[src/rtl/gate_unit_seq_if.sv]
// Signal bundle between the gate-unit self-test sequencer and its environment
// (gate unit under test plus board-level test/status logic).
interface gate_unit_seq_if;
  logic       start;
  logic       a_o;
  logic       b_o;
  logic [5:0] y_i;
  logic       busy;
  logic       done;
  logic       pass;
  logic [5:0] fail_mask;
  logic [1:0] fail_vec;

  modport master (
    input  start, y_i,
    output a_o, b_o, busy, done, pass, fail_mask, fail_vec
  );

  modport slave (
    output start, y_i,
    input  a_o, b_o, busy, done, pass, fail_mask, fail_vec
  );
endinterface

[src/rtl/gate_unit_seq.sv]
// Self-test sequencer for the two-input basic gate unit: walks {a,b}=00..11,
// checks the six gate outputs. Define GATE_SEQ_STOP_ON_FAIL_EN to end a run at the first failing vector.
module gate_unit_seq #(
  parameter int unsigned SETTLE_CYCLES = 2
) (
  input logic             clk,
  input logic             rst,
  gate_unit_seq_if.master bus
);

  typedef enum logic [1:0] {
    S_IDLE   = 2'd0,
    S_SETTLE = 2'd1,
    S_SAMPLE = 2'd2,
    S_DONE   = 2'd3
  } state_t;

  localparam logic [7:0] LOAD = 8'(SETTLE_CYCLES - 1);

  state_t     r_state;
  logic [1:0] r_vec;
  logic [7:0] r_cnt;
  logic       r_a;
  logic       r_b;
  logic       r_busy;
  logic       r_done;
  logic       r_pass;
  logic [5:0] r_mask;
  logic [1:0] r_fvec;

  logic       w_accept;
  logic       w_last;
  logic [5:0] w_expected;
  logic [5:0] w_mismatch;

  // Truth table packed as {NAND, NOR, XOR, OR, AND, NOT a}.
  assign w_expected = {~(r_vec[1] & r_vec[0]), ~(r_vec[1] | r_vec[0]),
                       r_vec[1] ^ r_vec[0], r_vec[1] | r_vec[0],
                       r_vec[1] & r_vec[0], ~r_vec[1]};
  assign w_mismatch = bus.y_i ^ w_expected;
  assign w_accept   = bus.start && (r_state == S_IDLE || r_state == S_DONE);

`ifdef GATE_SEQ_STOP_ON_FAIL_EN
  assign w_last = (r_vec == 2'd3) || (w_mismatch != 6'd0);
`else
  assign w_last = (r_vec == 2'd3);
`endif

  // NOTE: every state register uses non-blocking assignment so all of them
  // update together from values sampled before the edge.
  always_ff @(posedge clk) begin
    if (rst) begin
      r_state <= S_IDLE;
      r_vec   <= 2'd0;
      r_cnt   <= 8'd0;
      r_a     <= 1'b0;
      r_b     <= 1'b0;
      r_busy  <= 1'b0;
      r_done  <= 1'b0;
      r_pass  <= 1'b0;
      r_mask  <= 6'd0;
      r_fvec  <= 2'd0;
    end else begin
      r_done <= 1'b0;
      if (w_accept) begin
        r_state <= S_SETTLE;
        r_vec   <= 2'd0;
        r_cnt   <= LOAD;
        r_a     <= 1'b0;
        r_b     <= 1'b0;
        r_busy  <= 1'b1;
        r_pass  <= 1'b0;
        r_mask  <= 6'd0;
        r_fvec  <= 2'd0;
      end else begin
        case (r_state)
          S_IDLE: ;
          S_SETTLE: begin
            if (r_cnt != 8'd0) begin
              r_cnt <= r_cnt - 8'd1;
            end else begin
              r_mask <= r_mask | w_mismatch;
              // An all-zero mask means no earlier vector of this run failed.
              if (w_mismatch != 6'd0 && r_mask == 6'd0) r_fvec <= r_vec;
              if (w_last) begin
                r_state <= S_DONE;
                r_busy  <= 1'b0;
                r_done  <= 1'b1;
                r_a     <= 1'b0;
                r_b     <= 1'b0;
                r_pass  <= ((r_mask | w_mismatch) == 6'd0);
              end else begin
                r_vec      <= r_vec + 2'd1;
                r_cnt      <= LOAD;
                {r_a, r_b} <= r_vec + 2'd1;
              end
            end
          end
          S_DONE: r_state <= S_IDLE;
          default: begin
            r_state <= S_IDLE;
            r_busy  <= 1'b0;
            r_a     <= 1'b0;
            r_b     <= 1'b0;
          end
        endcase
      end
    end
  end

  assign bus.a_o       = r_a;
  assign bus.b_o       = r_b;
  assign bus.busy      = r_busy;
  assign bus.done      = r_done;
  assign bus.pass      = r_pass;
  assign bus.fail_mask = r_mask;
  assign bus.fail_vec  = r_fvec;

endmodule
[src/flat_wrapper.sv]
// flat-port wrapper written by rule: the top's interface ports become plain ports
module gate_unit_seq_flat 
#(
  parameter int unsigned SETTLE_CYCLES = 2
)
  (clk, rst, bus_start, bus_y_i, bus_a_o, bus_b_o, bus_busy, bus_done, bus_pass, bus_fail_mask, bus_fail_vec);
  gate_unit_seq_if bus_i ();
  input logic clk;
  input logic rst;
  input wire logic [$bits(bus_i.start)-1:0] bus_start;
  input wire logic [$bits(bus_i.y_i)-1:0] bus_y_i;
  output wire logic [$bits(bus_i.a_o)-1:0] bus_a_o;
  output wire logic [$bits(bus_i.b_o)-1:0] bus_b_o;
  output wire logic [$bits(bus_i.busy)-1:0] bus_busy;
  output wire logic [$bits(bus_i.done)-1:0] bus_done;
  output wire logic [$bits(bus_i.pass)-1:0] bus_pass;
  output wire logic [$bits(bus_i.fail_mask)-1:0] bus_fail_mask;
  output wire logic [$bits(bus_i.fail_vec)-1:0] bus_fail_vec;
  assign bus_i.start = bus_start;
  assign bus_i.y_i = bus_y_i;
  assign bus_a_o = bus_i.a_o;
  assign bus_b_o = bus_i.b_o;
  assign bus_busy = bus_i.busy;
  assign bus_done = bus_i.done;
  assign bus_pass = bus_i.pass;
  assign bus_fail_mask = bus_i.fail_mask;
  assign bus_fail_vec = bus_i.fail_vec;
  gate_unit_seq #(.SETTLE_CYCLES(SETTLE_CYCLES)) u_core (.clk(clk), .rst(rst), .bus(bus_i));
endmodule
[config.mk]
export PLATFORM = sky130hd
export DESIGN_NAME = gate_unit_seq_flat
export DESIGN_NICKNAME = d
export VERILOG_FILES = /design/src/rtl/gate_unit_seq_if.sv /design/src/rtl/gate_unit_seq.sv /design/src/flat_wrapper.sv
export SDC_FILE = /design/constraint.sdc
export NUM_CORES = 1
export LEC_CHECK = 0
export BUFFER_PORTS_ARGS = -buffer_cell sky130_fd_sc_hd__buf_2
export CAP_MARGIN = 30
export CORE_ASPECT_RATIO = 1.1
export CORE_UTILIZATION = 50
export DETAILED_ROUTE_END_ITERATION = 7
export PLACE_DENSITY = 0.84
export SYNTH_ARGS = -nofsm -noshare
export SYNTH_HDL_FRONTEND = slang
export SYNTH_SLANG_ARGS = --single-unit
[constraint.sdc]
create_clock -name clk -period 4.5 [get_ports clk]
set_input_delay 0.225 -clock clk [delete_from_list [all_inputs] [get_ports clk]]
set_output_delay 0.225 -clock clk [all_outputs]
set_load 0.02 [all_outputs]
# Word-level counts from Yosys, hierarchy flattened
# Cells that the tools add are included.
[totals]
reg_bits = 25
in_bits = 9
out_inout_bits = 13
wordCells = 79
[op_classes]
addsub = 2
eq_ne = 11
mux = 19
bitwise_logic = 13
reduce_logical = 22
[ops]
columns = ["cell", "n"]
rows = [
  ["$reduce_and 3->1", 6],
  ["$mux 8", 2],
  ["$logic_not 6->1", 2],
  ["$mux 1", 11],
  ["$not 1->1", 8],
  ["$reduce_and 2->1", 4],
  ["$reduce_bool 8->1", 1],
  ["$sub 8x1->8 const B", 1],
  ["$ne 2x1->1 const B", 3],
  ["$ne 3x2->1 const B", 2],
  ["$or 6x6->6", 1],
  ["$pmux 1 s2", 3],
  ["$reduce_bool 6->1", 1],
  ["$xor 6x6->6", 1],
  ["$eq 2x2->1 const B", 2],
  ["$mux 2", 2],
  ["$ne 2x2->1 const B", 2],
  ["$pmux 2 s2", 1],
  ["$reduce_or 2->1", 2],
  ["$reduce_or 4->1", 1],
  ["$ne 3x1->1 const B", 1],
  ["$add 2x1->2 const B", 1],
  ["$eq 2x1->1 const B", 1],
  ["$logic_and 1x1->1", 2],
  ["6 further kinds", 6],
]

# Logic depth before layout (Yosys ltp)
[depth]
ltp_word = 6
depth_mapped = 8
mapped_depth_nobuf = 6

# Worst setup path after synthesis
# OpenSTA, ideal clock, no wires.
[synth_path]
path_type = "reg2reg"
from = "register u_core.r_state[0]"
to = "register u_core.r_done (netlist: u_core.bus.done)"
setup_time_ps = 128
arrival_ps = 1739
t_required_ps = 4372
slack_ps = 2634
path_stages_with_launch = 9
path_buffers = 3
synth_period_minus_slack_ps = 1866
cell_sequence = "dfxtp_1 > inv_1 > ha_1 > nor2b_1 > clkbuf_1 > or2_2 > clkbuf_1 > clkbuf_1 > nor2_1"
[synth_via]
elab_chain_len = 4
elab_cells_between_ends = 7
classes_between = "eq/ne (2); bitwise (1); reduce/logical (4)"
[synth_lines]
columns = ["item", "line", "source"]
rows = [
  ["start: declaration", "gate_unit_seq.sv:20", "state_t r_state;"],
  ["start signal: assignment", "gate_unit_seq.sv:53", "r_state <= S_IDLE;"],
  ["start signal: assignment", "gate_unit_seq.sv:66", "r_state <= S_SETTLE;"],
  ["start signal: assignment", "gate_unit_seq.sv:86", "r_state <= S_DONE;"],
  ["$eq 2x2->1 or $logic_not 2->1 (tied branches)", "gate_unit_seq.sv:41", "assign w_accept = bus.start && (r_state == S_IDLE || r_state == S_DONE);"],
  ["$logic_or 1x1->1", "gate_unit_seq.sv:41", ""],
  ["$logic_and 1x1->1", "gate_unit_seq.sv:41", ""],
  ["$reduce_or 4->1 (no source line) (*)", "-", ""],
  ["end signal: assignment", "gate_unit_seq.sv:59", "r_done <= 1'b0;"],
  ["end signal: assignment", "gate_unit_seq.sv:64", "r_done <= 1'b0;"],
  ["end signal: assignment", "gate_unit_seq.sv:88", "r_done <= 1'b1;"],
  ["end: declaration", "gate_unit_seq.sv:26", "logic r_done;"],
]
# Mark *: on every way between the ends. The rest lies on a longest branch, timed or not.
# A chain may end at the register's enable or synchronous reset.

# Worst setup path after layout
[layout_path]
from = "register u_core.r_cnt[0]"
to = "register u_core.r_fvec[0] (netlist: u_core.bus.fail_vec[0])"
[layout_via]
elab_chain_len = 3
[layout_lines]
columns = ["item", "line", "source"]
rows = [
  ["start: declaration", "gate_unit_seq.sv:22", "logic [7:0] r_cnt;"],
  ["start signal: assignment", "gate_unit_seq.sv:80", "r_cnt <= r_cnt - 8'd1;"],
  ["$reduce_bool 8->1", "gate_unit_seq.sv:79", "if (r_cnt != 8'd0) begin"],
  ["$not 1->1 (no source line)", "-", ""],
  ["$reduce_and 3->1 (no source line)", "-", ""],
  ["end signal: assignment", "gate_unit_seq.sv:84", "if (w_mismatch != 6'd0 && r_mask == 6'd0) r_fvec <= r_vec;"],
  ["end: declaration", "gate_unit_seq.sv:29", "logic [1:0] r_fvec;"],
]
# Every way passes these cells.

==> results.toml <==
[sta]
final.setup.tns_ns = 0
max-slew-margin-rel = 0.535
finalCriticalPeriod_ns = 2.25
fin_crit_sh = 0.501
clock_skew_ns = 0.0157
drv_slew = 0
worstMarginPinSlew_ns = 0.696
setup_viol = 0
hold_slack_ns = 0.0983
max_freq_mhz = 444
rsz0062_at_grt = "false"
finalHoldViolations = 0

[logic_synthesis]
ys.flop_type = "dfxtp_1"
avgSynthCellArea_um2 = 8.46
synth_cell_types = 38
synth_edf_count = 0
async_flop_share = 0
synth_warnings = 0
ys_ff_latch = 25
syn-cell-area_um2 = 1260
syn_nets = 165
syn_inst = 149
ys_seq_area_frac = 0.397

[cts]
hold_buffers = 0
cts_made_buffers = 3
clkSinkCount = 25
h-tree-depth = 1
path_clk_slew_ns = 0.14
worstSkewPairLatency_ns = 0.33
cts_resized = 0
clock_path_buffers = 2
cts_tree = "yes"
cts_root_buf = "clkbuf_4"
post_cts_buffers = 0

[layout]
fin_util = 0.610
layout.area.seq_um2 = 500
n_antenna_cell = 0
multiInputGateArea_um2 = 712
drive_above_1_share = 0.188
finalNetCount = 187
fillers = 203
syn_to_final_growth_pct = 12.2

[critical_path]
slowest_stage = "nor3b_1"
cp-startpoint = "u_core.r_cnt[0]$_SDFFE_PP0P_"
worstPathArrival_ns = 2.50
r2r-start = "u_core.r_cnt[0]$_SDFFE_PP0P_"
critPathMaxFanout = 7
cp_cell_sequence = "inv_1 -> ha_1 -> nor3b_1 -> nand3_1 -> a311oi_1 -> mux2i_1"
worst-path-stages = 6
rrSetupSlack_ns = 2.25
crit_family = "simple AND/OR/NAND/NOR gates"
start_kind = "flop"
critPathBufInv = 1
crit_type = "reg -> reg"
cp_data_required_time_ns = 4.75
critPathMaxStageDelay_ns = 0.59
r2r-end = "u_core.bus.fail_vec[0]$_SDFFE_PP0P_"
r2r.worst_path.cells = 6
cp-end-kind = "flop"
endpoint = "u_core.bus.fail_vec[0]$_SDFFE_PP0P_"

[route]
drt-initial-drc-count = 26
vias = 1151
firstDrtPassIters = 4
wl_um = 2740
wl_per_cell_um = 13.7
post_drt_via_cell_ratio = 5.76
ant_nets = 0
post-route-drc-count = 0

[run_status]
status = "completed"

[global_routing]
grt_max_degree = 19
antenna_found_initial = 0
grt_pass1_vias = 1054
grt_overflow = 0
track_usage = 0.220
grt_first_pass_wirelength_um = 4370

[placement]
port_buffers = 21
dp_hpwl_um = 2080
finalWeightedCongestion = 0.898

[floorplanning]
core-area_um2 = 2320
die_h_um = 54.7
die_w_um = 49.9
num_io_pins = 22
die_area_um2 = 2730
rows = 18
initial_utilization = 0.544

[pwr]
cellLeakagePower_uw = 0.000595
power.density_nw_per_um2 = 314
ir_worst_vdd_uv = 240
power.total_uw = 445

[worst_hold_path]
hp-start = "rst"
min_path_type = "in -> reg"

[run]
drv_cap = 0
-- where the power goes --
group | total, uW | switching, uW | leakage (uW) | internal, uW
clock | 102 | 66.8 | 0.0000150 | 34.8
combinational | 104 | 63.1 | 0.000377 | 40.9
sequential | 239 | 8.81 | 0.000203 | 230
-- cell families (layout without fill, tap and decap cells) --
family / after synthesis / after routing / share of synthesized area
flops: 25 / 25 / 0.397
simple gates: 65 / 65 / 0.258
mux: 5 / 5 / 0.0397
compound gates: 25 / 25 / 0.135
fa+ha+maj: 7 / 7 / 0.0694
xor+xnor: 9 / 9 / 0.0625
buf+inv: 13 / 34 / 0.0387
-- metrics by stage --
stage / worst slack [ns] / instance area (um^2) / instances
after detailed placement: 2.31 / 1390 / 196
after CTS: 2.29 / 1420 / 200
final: 2.25 / 1420 / 200
after global routing: 2.08 / 1420 / 200
after floorplan: 2.63 / 1260 / 149
after global placement: 2.51 / 1390 / 196
-- flip-flops by register name, summed over array words and instances (netlist names) --
name	flops
u_core.bus.done	1
u_core.bus.pass	1
u_core.r_vec	2
u_core.bus.fail_mask	6
u_core.bus.b_o	1
u_core.bus.fail_vec	2
u_core.bus.busy	1
u_core.r_state	2
u_core.r_cnt	8
u_core.bus.a_o	1
-- per-layer routing --
layer / part of all wire / GRT usage
met5: 0 / 0
met4: 0.032 / 0.167
met3: 0.043 / 0.0306
met2: 0.49 / 0.405
met1: 0.43 / 0.232
-- worst min-delay path by stage --
stage                                      endpoint  slack [ns]  depth (start not counted)
2_1_floorplan          u_core.bus.busy$_SDFFE_PP0P_        0.30                          1
3_3_place_gp   u_core.bus.fail_mask[0]$_SDFFE_PP0P_        0.45                          2
6_report               u_core.bus.busy$_SDFFE_PP0P_         0.1                          2
3_5_place_dp           u_core.bus.busy$_SDFFE_PP0P_        0.45                          2
4_1_cts                u_core.bus.busy$_SDFFE_PP0P_         0.1                          2
5_1_grt                u_core.bus.busy$_SDFFE_PP0P_        0.10                          2
-- cell usage in the layout (no fill, tap or decap), types with 2 or more instances in the layout --
master,instances
a21oi_1,8
buf_2,21
clkbuf_4,3
dfxtp_1,25
ha_1,7
inv_1,9
mux2i_1,5
nand2_1,14
nand2b_1,2
nand3_1,5
nand4_1,2
nor2_1,23
nor3_1,7
o21ai_0,3
o22ai_1,2
o31a_1,2
or4_4,2
xnor2_1,5
xor2_1,4
-- final cells by class --
class / instances / share of cell area
multi-input cells: 111 / 0.503
flip-flops and latches: 25 / 0.354
repair buffers: 21 / 0.0743
well taps: 30 / 0.0265
inverters: 9 / 0.0239
clock buffers: 4 / 0.0186
-- Yosys cell counts, types with 2 or more instances --
cell | instances | area [um^2]
nand4_1 | 2 | 12.5
xnor2_1 | 5 | 43.8
o31a_1 | 2 | 17.5
a21oi_1 | 8 | 40.0
o22ai_1 | 2 | 12.5
or4_4 | 2 | 22.5
nor3_1 | 7 | 35.0
inv_1 | 9 | 33.8
nor2_1 | 23 | 86.3
mux2i_1 | 5 | 50.1
nand3_1 | 5 | 25.0
o21ai_0 | 3 | 15.0
dfxtp_1 | 25 | 500
xor2_1 | 4 | 35.0
nand2_1 | 14 | 52.6
ha_1 | 7 | 87.6
nand2b_1 | 2 | 12.5
clkbuf_1 | 4 | 15.0
No activity file was read; power rests on OpenSTA's default activity.
